**config.mk**
```make
export PLATFORM = sky130hd
export DESIGN_NAME = alu_share_arbiter
export DESIGN_NICKNAME = d
export VERILOG_FILES = /design/src/rtl/alu_share_arbiter.sv
export SDC_FILE = /design/constraint.sdc
export NUM_CORES = 1
export LEC_CHECK = 0
export ABC_AREA = 1
export BUFFER_PORTS_ARGS = -buffer_cell sky130_fd_sc_hd__buf_2
export CAP_MARGIN = 10
export CORE_MARGIN = 4
export CORE_UTILIZATION = 51
export CTS_BUF_LIST = sky130_fd_sc_hd__clkbuf_8
export DETAILED_ROUTE_END_ITERATION = 10
export GPL_ROUTABILITY_DRIVEN = 0
export PLACE_DENSITY = 0.76
export SETUP_SLACK_MARGIN = 0.05
export SLEW_MARGIN = 20
export SYNTH_ARGS = -nofsm -noshare
export SYNTH_HDL_FRONTEND = slang
export SYNTH_SLANG_ARGS = --single-unit
export TNS_END_PERCENT = 30
```
**constraint.sdc**
```tcl
create_clock -name clk -period 2.3 [get_ports clk]
set_clock_uncertainty 0.05 [all_clocks]
set_input_delay 0.23 -clock clk [delete_from_list [all_inputs] [get_ports clk]]
set_output_delay 0.23 -clock clk [all_outputs]
set_load 0.005 [all_outputs]
```
**src/rtl/alu_share_arbiter.sv**
```systemverilog
// rtl/alu_share_arbiter.sv - round-robin share of one 4-bit ALU between two requesters
module alu_4bit (
  input  logic [3:0] A,
  input  logic [3:0] B,
  input  logic [2:0] op,
  output logic [3:0] Y,
  output logic       carry_out,
  output logic       overflow,
  output logic       zero,
  output logic       sign
);
  logic [4:0] sum;

  // SUB is A + ~B + 1, so carry_out is the no-borrow flag.
  always_comb begin
    sum       = 5'd0;
    Y         = 4'd0;
    carry_out = 1'b0;
    overflow  = 1'b0;
    case (op)
      3'b000: begin
        sum       = {1'b0, A} + {1'b0, B};
        Y         = sum[3:0];
        carry_out = sum[4];
        overflow  = (A[3] == B[3]) && (sum[3] != A[3]);
      end
      3'b001: begin
        sum       = {1'b0, A} + {1'b0, ~B} + 5'd1;
        Y         = sum[3:0];
        carry_out = sum[4];
        overflow  = (A[3] != B[3]) && (sum[3] != A[3]);
      end
      3'b010:  Y = A & B;
      3'b011:  Y = A | B;
      3'b100:  Y = A ^ B;
      default: Y = 4'd0;
    endcase
  end

  assign zero = (Y == 4'd0);
  assign sign = Y[3];
endmodule

module alu_share_arbiter #(
  parameter int CNT_W = 8
) (
  input  logic             clk,
  input  logic             rst_n,
  input  logic             req0_valid,
  output logic             req0_ready,
  input  logic [3:0]       req0_a,
  input  logic [3:0]       req0_b,
  input  logic [2:0]       req0_op,
  input  logic             req1_valid,
  output logic             req1_ready,
  input  logic [3:0]       req1_a,
  input  logic [3:0]       req1_b,
  input  logic [2:0]       req1_op,
  output logic             rsp_valid,
  input  logic             rsp_ready,
  output logic             rsp_id,
  output logic [3:0]       rsp_y,
  output logic             rsp_c,
  output logic             rsp_v,
  output logic             rsp_z,
  output logic             rsp_s,
  output logic             rsp_err,
  output logic [CNT_W-1:0] op_count
);
  typedef enum logic [1:0] {IDLE, EXEC, RESP} state_t;

  state_t           state_q, state_d;
  logic             ptr_q, ptr_d;
  logic [3:0]       opa_q, opa_d, opb_q, opb_d;
  logic [2:0]       opc_q, opc_d;
  logic             oid_q, oid_d;
  logic             rsp_valid_q, rsp_valid_d, rsp_id_q, rsp_id_d;
  logic [3:0]       rsp_y_q, rsp_y_d;
  logic             rsp_c_q, rsp_c_d, rsp_v_q, rsp_v_d;
  logic             rsp_z_q, rsp_z_d, rsp_s_q, rsp_s_d, rsp_err_q, rsp_err_d;
  logic [CNT_W-1:0] cnt_q, cnt_d;

  logic       gnt_id, any_valid, op_illegal;
  logic [2:0] alu_op;
  logic [3:0] alu_y;
  logic       alu_c, alu_v, alu_z, alu_s;

  assign any_valid  = req0_valid | req1_valid;
  assign gnt_id     = (req0_valid && req1_valid) ? ptr_q : req1_valid;
  assign op_illegal = (opc_q > 3'd4);
  assign alu_op     = op_illegal ? 3'd0 : opc_q;

  alu_4bit u_alu (
    .A(opa_q), .B(opb_q), .op(alu_op), .Y(alu_y),
    .carry_out(alu_c), .overflow(alu_v), .zero(alu_z), .sign(alu_s)
  );

  always_comb begin
    state_d     = state_q;
    ptr_d       = ptr_q;
    opa_d       = opa_q;
    opb_d       = opb_q;
    opc_d       = opc_q;
    oid_d       = oid_q;
    rsp_valid_d = rsp_valid_q;
    rsp_id_d    = rsp_id_q;
    rsp_y_d     = rsp_y_q;
    rsp_c_d     = rsp_c_q;
    rsp_v_d     = rsp_v_q;
    rsp_z_d     = rsp_z_q;
    rsp_s_d     = rsp_s_q;
    rsp_err_d   = rsp_err_q;
    cnt_d       = cnt_q;
    req0_ready  = 1'b0;
    req1_ready  = 1'b0;
    case (state_q)
      IDLE: begin
        req0_ready = rst_n && req0_valid && !gnt_id;
        req1_ready = rst_n && req1_valid && gnt_id;
        if (any_valid) begin
          opa_d   = gnt_id ? req1_a  : req0_a;
          opb_d   = gnt_id ? req1_b  : req0_b;
          opc_d   = gnt_id ? req1_op : req0_op;
          oid_d   = gnt_id;
          ptr_d   = ~gnt_id;
          state_d = EXEC;
        end
      end
      EXEC: begin
        rsp_id_d    = oid_q;
        rsp_y_d     = op_illegal ? 4'd0 : alu_y;
        rsp_c_d     = op_illegal ? 1'b0 : alu_c;
        rsp_v_d     = op_illegal ? 1'b0 : alu_v;
        rsp_z_d     = op_illegal ? 1'b1 : alu_z;
        rsp_s_d     = op_illegal ? 1'b0 : alu_s;
        rsp_err_d   = op_illegal;
        rsp_valid_d = 1'b1;
        state_d     = RESP;
      end
      RESP: begin
        if (rsp_ready) begin
          rsp_valid_d = 1'b0;
          if (cnt_q != {CNT_W{1'b1}}) cnt_d = cnt_q + {{(CNT_W-1){1'b0}}, 1'b1};
          state_d = IDLE;
        end
      end
      default: state_d = IDLE;
    endcase
  end

  always_ff @(posedge clk) begin
    if (!rst_n) begin
      state_q     <= IDLE;
      ptr_q       <= 1'b0;
      opa_q       <= 4'd0;
      opb_q       <= 4'd0;
      opc_q       <= 3'd0;
      oid_q       <= 1'b0;
      rsp_valid_q <= 1'b0;
      rsp_id_q    <= 1'b0;
      rsp_y_q     <= 4'd0;
      rsp_c_q     <= 1'b0;
      rsp_v_q     <= 1'b0;
      rsp_z_q     <= 1'b0;
      rsp_s_q     <= 1'b0;
      rsp_err_q   <= 1'b0;
      cnt_q       <= '0;
    end else begin
      state_q     <= state_d;
      ptr_q       <= ptr_d;
      opa_q       <= opa_d;
      opb_q       <= opb_d;
      opc_q       <= opc_d;
      oid_q       <= oid_d;
      rsp_valid_q <= rsp_valid_d;
      rsp_id_q    <= rsp_id_d;
      rsp_y_q     <= rsp_y_d;
      rsp_c_q     <= rsp_c_d;
      rsp_v_q     <= rsp_v_d;
      rsp_z_q     <= rsp_z_d;
      rsp_s_q     <= rsp_s_d;
      rsp_err_q   <= rsp_err_d;
      cnt_q       <= cnt_d;
    end
  end

  assign rsp_valid = rsp_valid_q;
  assign rsp_id    = rsp_id_q;
  assign rsp_y     = rsp_y_q;
  assign rsp_c     = rsp_c_q;
  assign rsp_v     = rsp_v_q;
  assign rsp_z     = rsp_z_q;
  assign rsp_s     = rsp_s_q;
  assign rsp_err   = rsp_err_q;
  assign op_count  = cnt_q;
endmodule

```
==> results.md <==
- During I/O placement, the number of pins put on the boundary was 48.
- In the final routed layout, each cell accounts on average for between 10 and 15 um.
- The overall routed net length is a little over 5 mm.
- The category of the worst setup path launch point is a flop.
- The via count of the first global-routing pass is around 1.9k.
- Setup repair after global routing left no endpoint under its margin.
- The highest net fanout along the worst path is 3.
- The count of antenna diodes in the layout is 0.
- In the final timing run, aggregate negative setup slack is 0 ps.
- The startpoint identified for the worst register-to-register timing path is opa_q[0]$_SDFFE_PN0P_.
- The vias per cell is 5.19.
- The worst relative slew slack is 69.1%.
- In this run, post-CTS repair resized a total of 0 instances.
- The filler-free cell count of the finished design is 402.
- Counting every instance in the synthesized netlist gives between 300 and 400.
- The class of the tightest hold or removal check is in -> reg.
- Entering global routing, the biggest net connects 21 pins.
- The tree is rooted in a sky130_fd_sc_hd__clkbuf_8.
- After detailed routing, the number of remaining DRC violations is 0.
- The global-route wire length before repair is between 8 and 9 mm.
- The number of warnings issued by yosys is 0.
- The count of routing violations after the opening detailed-route iteration is approximately 110.
- The path type of the worst setup path is reg -> reg.
- The clock reaches the later pin of the worst-skew pair after roughly 290 ps.
- The quantity of I/O buffers inserted on ports is between 40 and 50.
- Data arrives at the worst endpoint at around 2000 ps.
- The power per cell area is around 680 nW/um^2.
- The total clock buffers created by CTS is 5.
- The die is between 70 and 80 um tall.
- In this run the most used layer during global routing was met2.
- The part of the cycle the worst path needs is 80.0%.
- For this design the static power due to leakage is ~1.3 nW.
- The flow ran to the end, and the final reports show no timing, DRC or antenna violations.
- In the final layout, the multi-input gates occupy between 1000 and 1500 um^2.
- Of the cells placed in the final design, the portion with a size suffix greater than 1 is about a fifth.
- The total placed cells including tap cells is ~390.
- The total number of nets in the final design is roughly 400.
- The length of the first detailed-routing pass in iterations is 4.
- The first element of the critical path is opa_q[0]$_SDFFE_PN0P_.
- In this run the number of H-tree levels came out at 2.
- The tool flagged a number of max-cap violations equal to 0.
- The horizontal extent of the die is roughly 72 um.
- The initial core utilization is a little over half.
- Setup violations remaining at the end of the flow were counted as 0.
- The worst hold path begins at req1_b[1].
- In the final layout, flip-flops and latches occupy between 600 and 700 um^2.
- The met1 capacity usage during global routing is 26.9%.
- The hold buffer count at cts is 0.
- Clock-pin slew was measured on the worst setup and hold paths at roughly 70 ps.
- VDD sags by at most roughly 0.00050 V.
- At the pin with the least slew margin, the transition time is 462 ps.
- The signed area change from the synthesized netlist to the final layout is 19.5%.
- The floorplan step defined a core boundary enclosing between 3000 and 4000 um^2.
- STA classifies the critical path endpoint as a flop.
- The buffer depth of the longest clock path is 2.
- The setup slack of the critical path after layout is roughly 460 ps.
- The overall track demand over capacity in global routing is between 20% and 30%.
- The number of sinks on the clock net is 33.
- The total number of vias is 2,086.
- The count of final max-slew check failures was 0.
- A synthesized cell averages 6.85 um^2.
- At the worst endpoint, the required time is between 2000 and 2500 ps.
- The synthesized netlist net count is around 350.
- After synthesis, flip-flops and latches occupy between 30% and 40% of the total area.
- The number of hold-slack violations in the final timing report is 0.
- The met2 track utilization from global routing is about a third.
- The combined area of all synthesized cells is 2080 um^2.
- The synthesized design contains 33 register bits.
- OpenSTA, run right after detailed placement, puts the worst setup slack at 500 ps.
- The post-CTS setup buffer count is 0.
- The floorplan die area is 5170 um^2.
- The routed design could run at a clock period as short as between 1500 and 2000 ps.
- The initial antenna violation count is 0.
- The site row count is 22.
- For this run the aggregate overflow at the end of global routing stands at 0.
- The detailed placer's ending HPWL is 4.02 mm.
- The post-detailed-route count of antenna-violating nets is 0.
- TritonCTS built the clock tree.
- The number of library cell types mapped by synthesis is 31.
- For this run, the top clock speed supported by timing is 543 MHz.
- The filler cell count is approximately 340.
- For this run, global-route usage on met3 was measured as 4.43%.
-- worst max-delay path: stages, from the launching register on --
cell                       delay [ps]
sky130_fd_sc_hd__dfxtp_1          310
sky130_fd_sc_hd__inv_1            110
sky130_fd_sc_hd__ha_1             150
sky130_fd_sc_hd__inv_1             80
sky130_fd_sc_hd__fa_1             430
sky130_fd_sc_hd__nand2_1           90
sky130_fd_sc_hd__nand2_1           60
sky130_fd_sc_hd__nand2_1           60
sky130_fd_sc_hd__nand3_1          110
sky130_fd_sc_hd__nor2_1           120
sky130_fd_sc_hd__nand4_1           90
sky130_fd_sc_hd__o21bai_1         130
-- stage by stage --
step	utilization, %	hold WS (ps)	total power [W]	area (um^2)
after global placement	62.0	401	0.00105	2350
after floorplan	-	313	0.000944	2080
after CTS	65.5	102	0.00170	2490
after global routing	65.5	112	0.00179	2490
final	65.5	107	0.00170	2490
after detailed placement	62.0	401	0.00105	2350
-- power by group --
| group | switching, W | internal (W) | leakage (nW) |
|---|---|---|---|
| Sequential | 0.0000382 | 0.000614 | 0.270 |
| Combinational | 0.000245 | 0.000149 | 0.981 |
| Clock | 0.000218 | 0.000430 | 0.0681 |
-- cell type report --
type	count	area share, %
Tap cell	48	2.41
Inverter	59	8.90
Clock buffer	5	2.77
Timing Repair Buffer	49	10.1
Clock inverter	3	2.62
Sequential cell	33	26.6
Multi-Input combinational cell	205	46.7
-- final timing paths --
kind	end	depth (start not counted)	slack [ps]
setup / recovery	rsp_z$_SDFFE_PN0P_	11	460
hold / removal	opb_q[1]$_SDFFE_PN0P_	2	110
setup reg to reg	rsp_z$_SDFFE_PN0P_	11	460
hold reg to reg	rsp_c$_SDFFE_PN0P_	2	420
-- cell usage in the layout (no fill, tap or decap), types with 6 or more instances in the layout --
cell,n
sky130_fd_sc_hd__o21ai_0,17
sky130_fd_sc_hd__nand2_1,65
sky130_fd_sc_hd__ha_1,13
sky130_fd_sc_hd__nor2_1,25
sky130_fd_sc_hd__inv_1,55
sky130_fd_sc_hd__nand4_1,6
sky130_fd_sc_hd__buf_2,47
sky130_fd_sc_hd__dfxtp_1,33
sky130_fd_sc_hd__nand3_1,21
sky130_fd_sc_hd__a21oi_1,21
-- synth_stat cells, drive strengths merged --
master	number	area, um^2
o22ai	3	18.8
ha	13	163
o211ai	1	7.51
nor3	3	25.0
fa	2	40.0
o21ai	21	113
a21oi	24	146
inv	59	221
clkbuf	3	11.3
nand3	22	115
xnor2	1	8.76
and3	1	6.26
nor4	2	12.5
a22o	3	26.3
nor2	28	113
o221ai	5	43.8
o21bai	2	15.0
nand4	6	37.5
xor2	3	26.3
buf	4	27.5
dfxtp	33	661
nand2	65	244
-- logic make-up after synthesis --
family | synth area share [%]
xor gates and xnor gates | 1.68
and+or+nand+nor | 26.6
buffers and inverters | 12.5
adders and majority gates | 9.74
DFF | 31.7
AOI/OAI and AO/OA | 17.8
-- routing by layer --
metal	up-vias	part of all wire (%)
met1	926	46
met2	80	46
met3	6	7.2
met5	-	0
li1	1074	-
met4	0	0.95
-- sequential cells by signal, indices dropped and copies added, names as in the netlist, 2 cells and up --
signal and cells:
opa_q 4, op_count 8, state_q 2, rsp_y 4, opb_q 4, opc_q 3
Note: power is estimated with default switching activity, not from simulation.
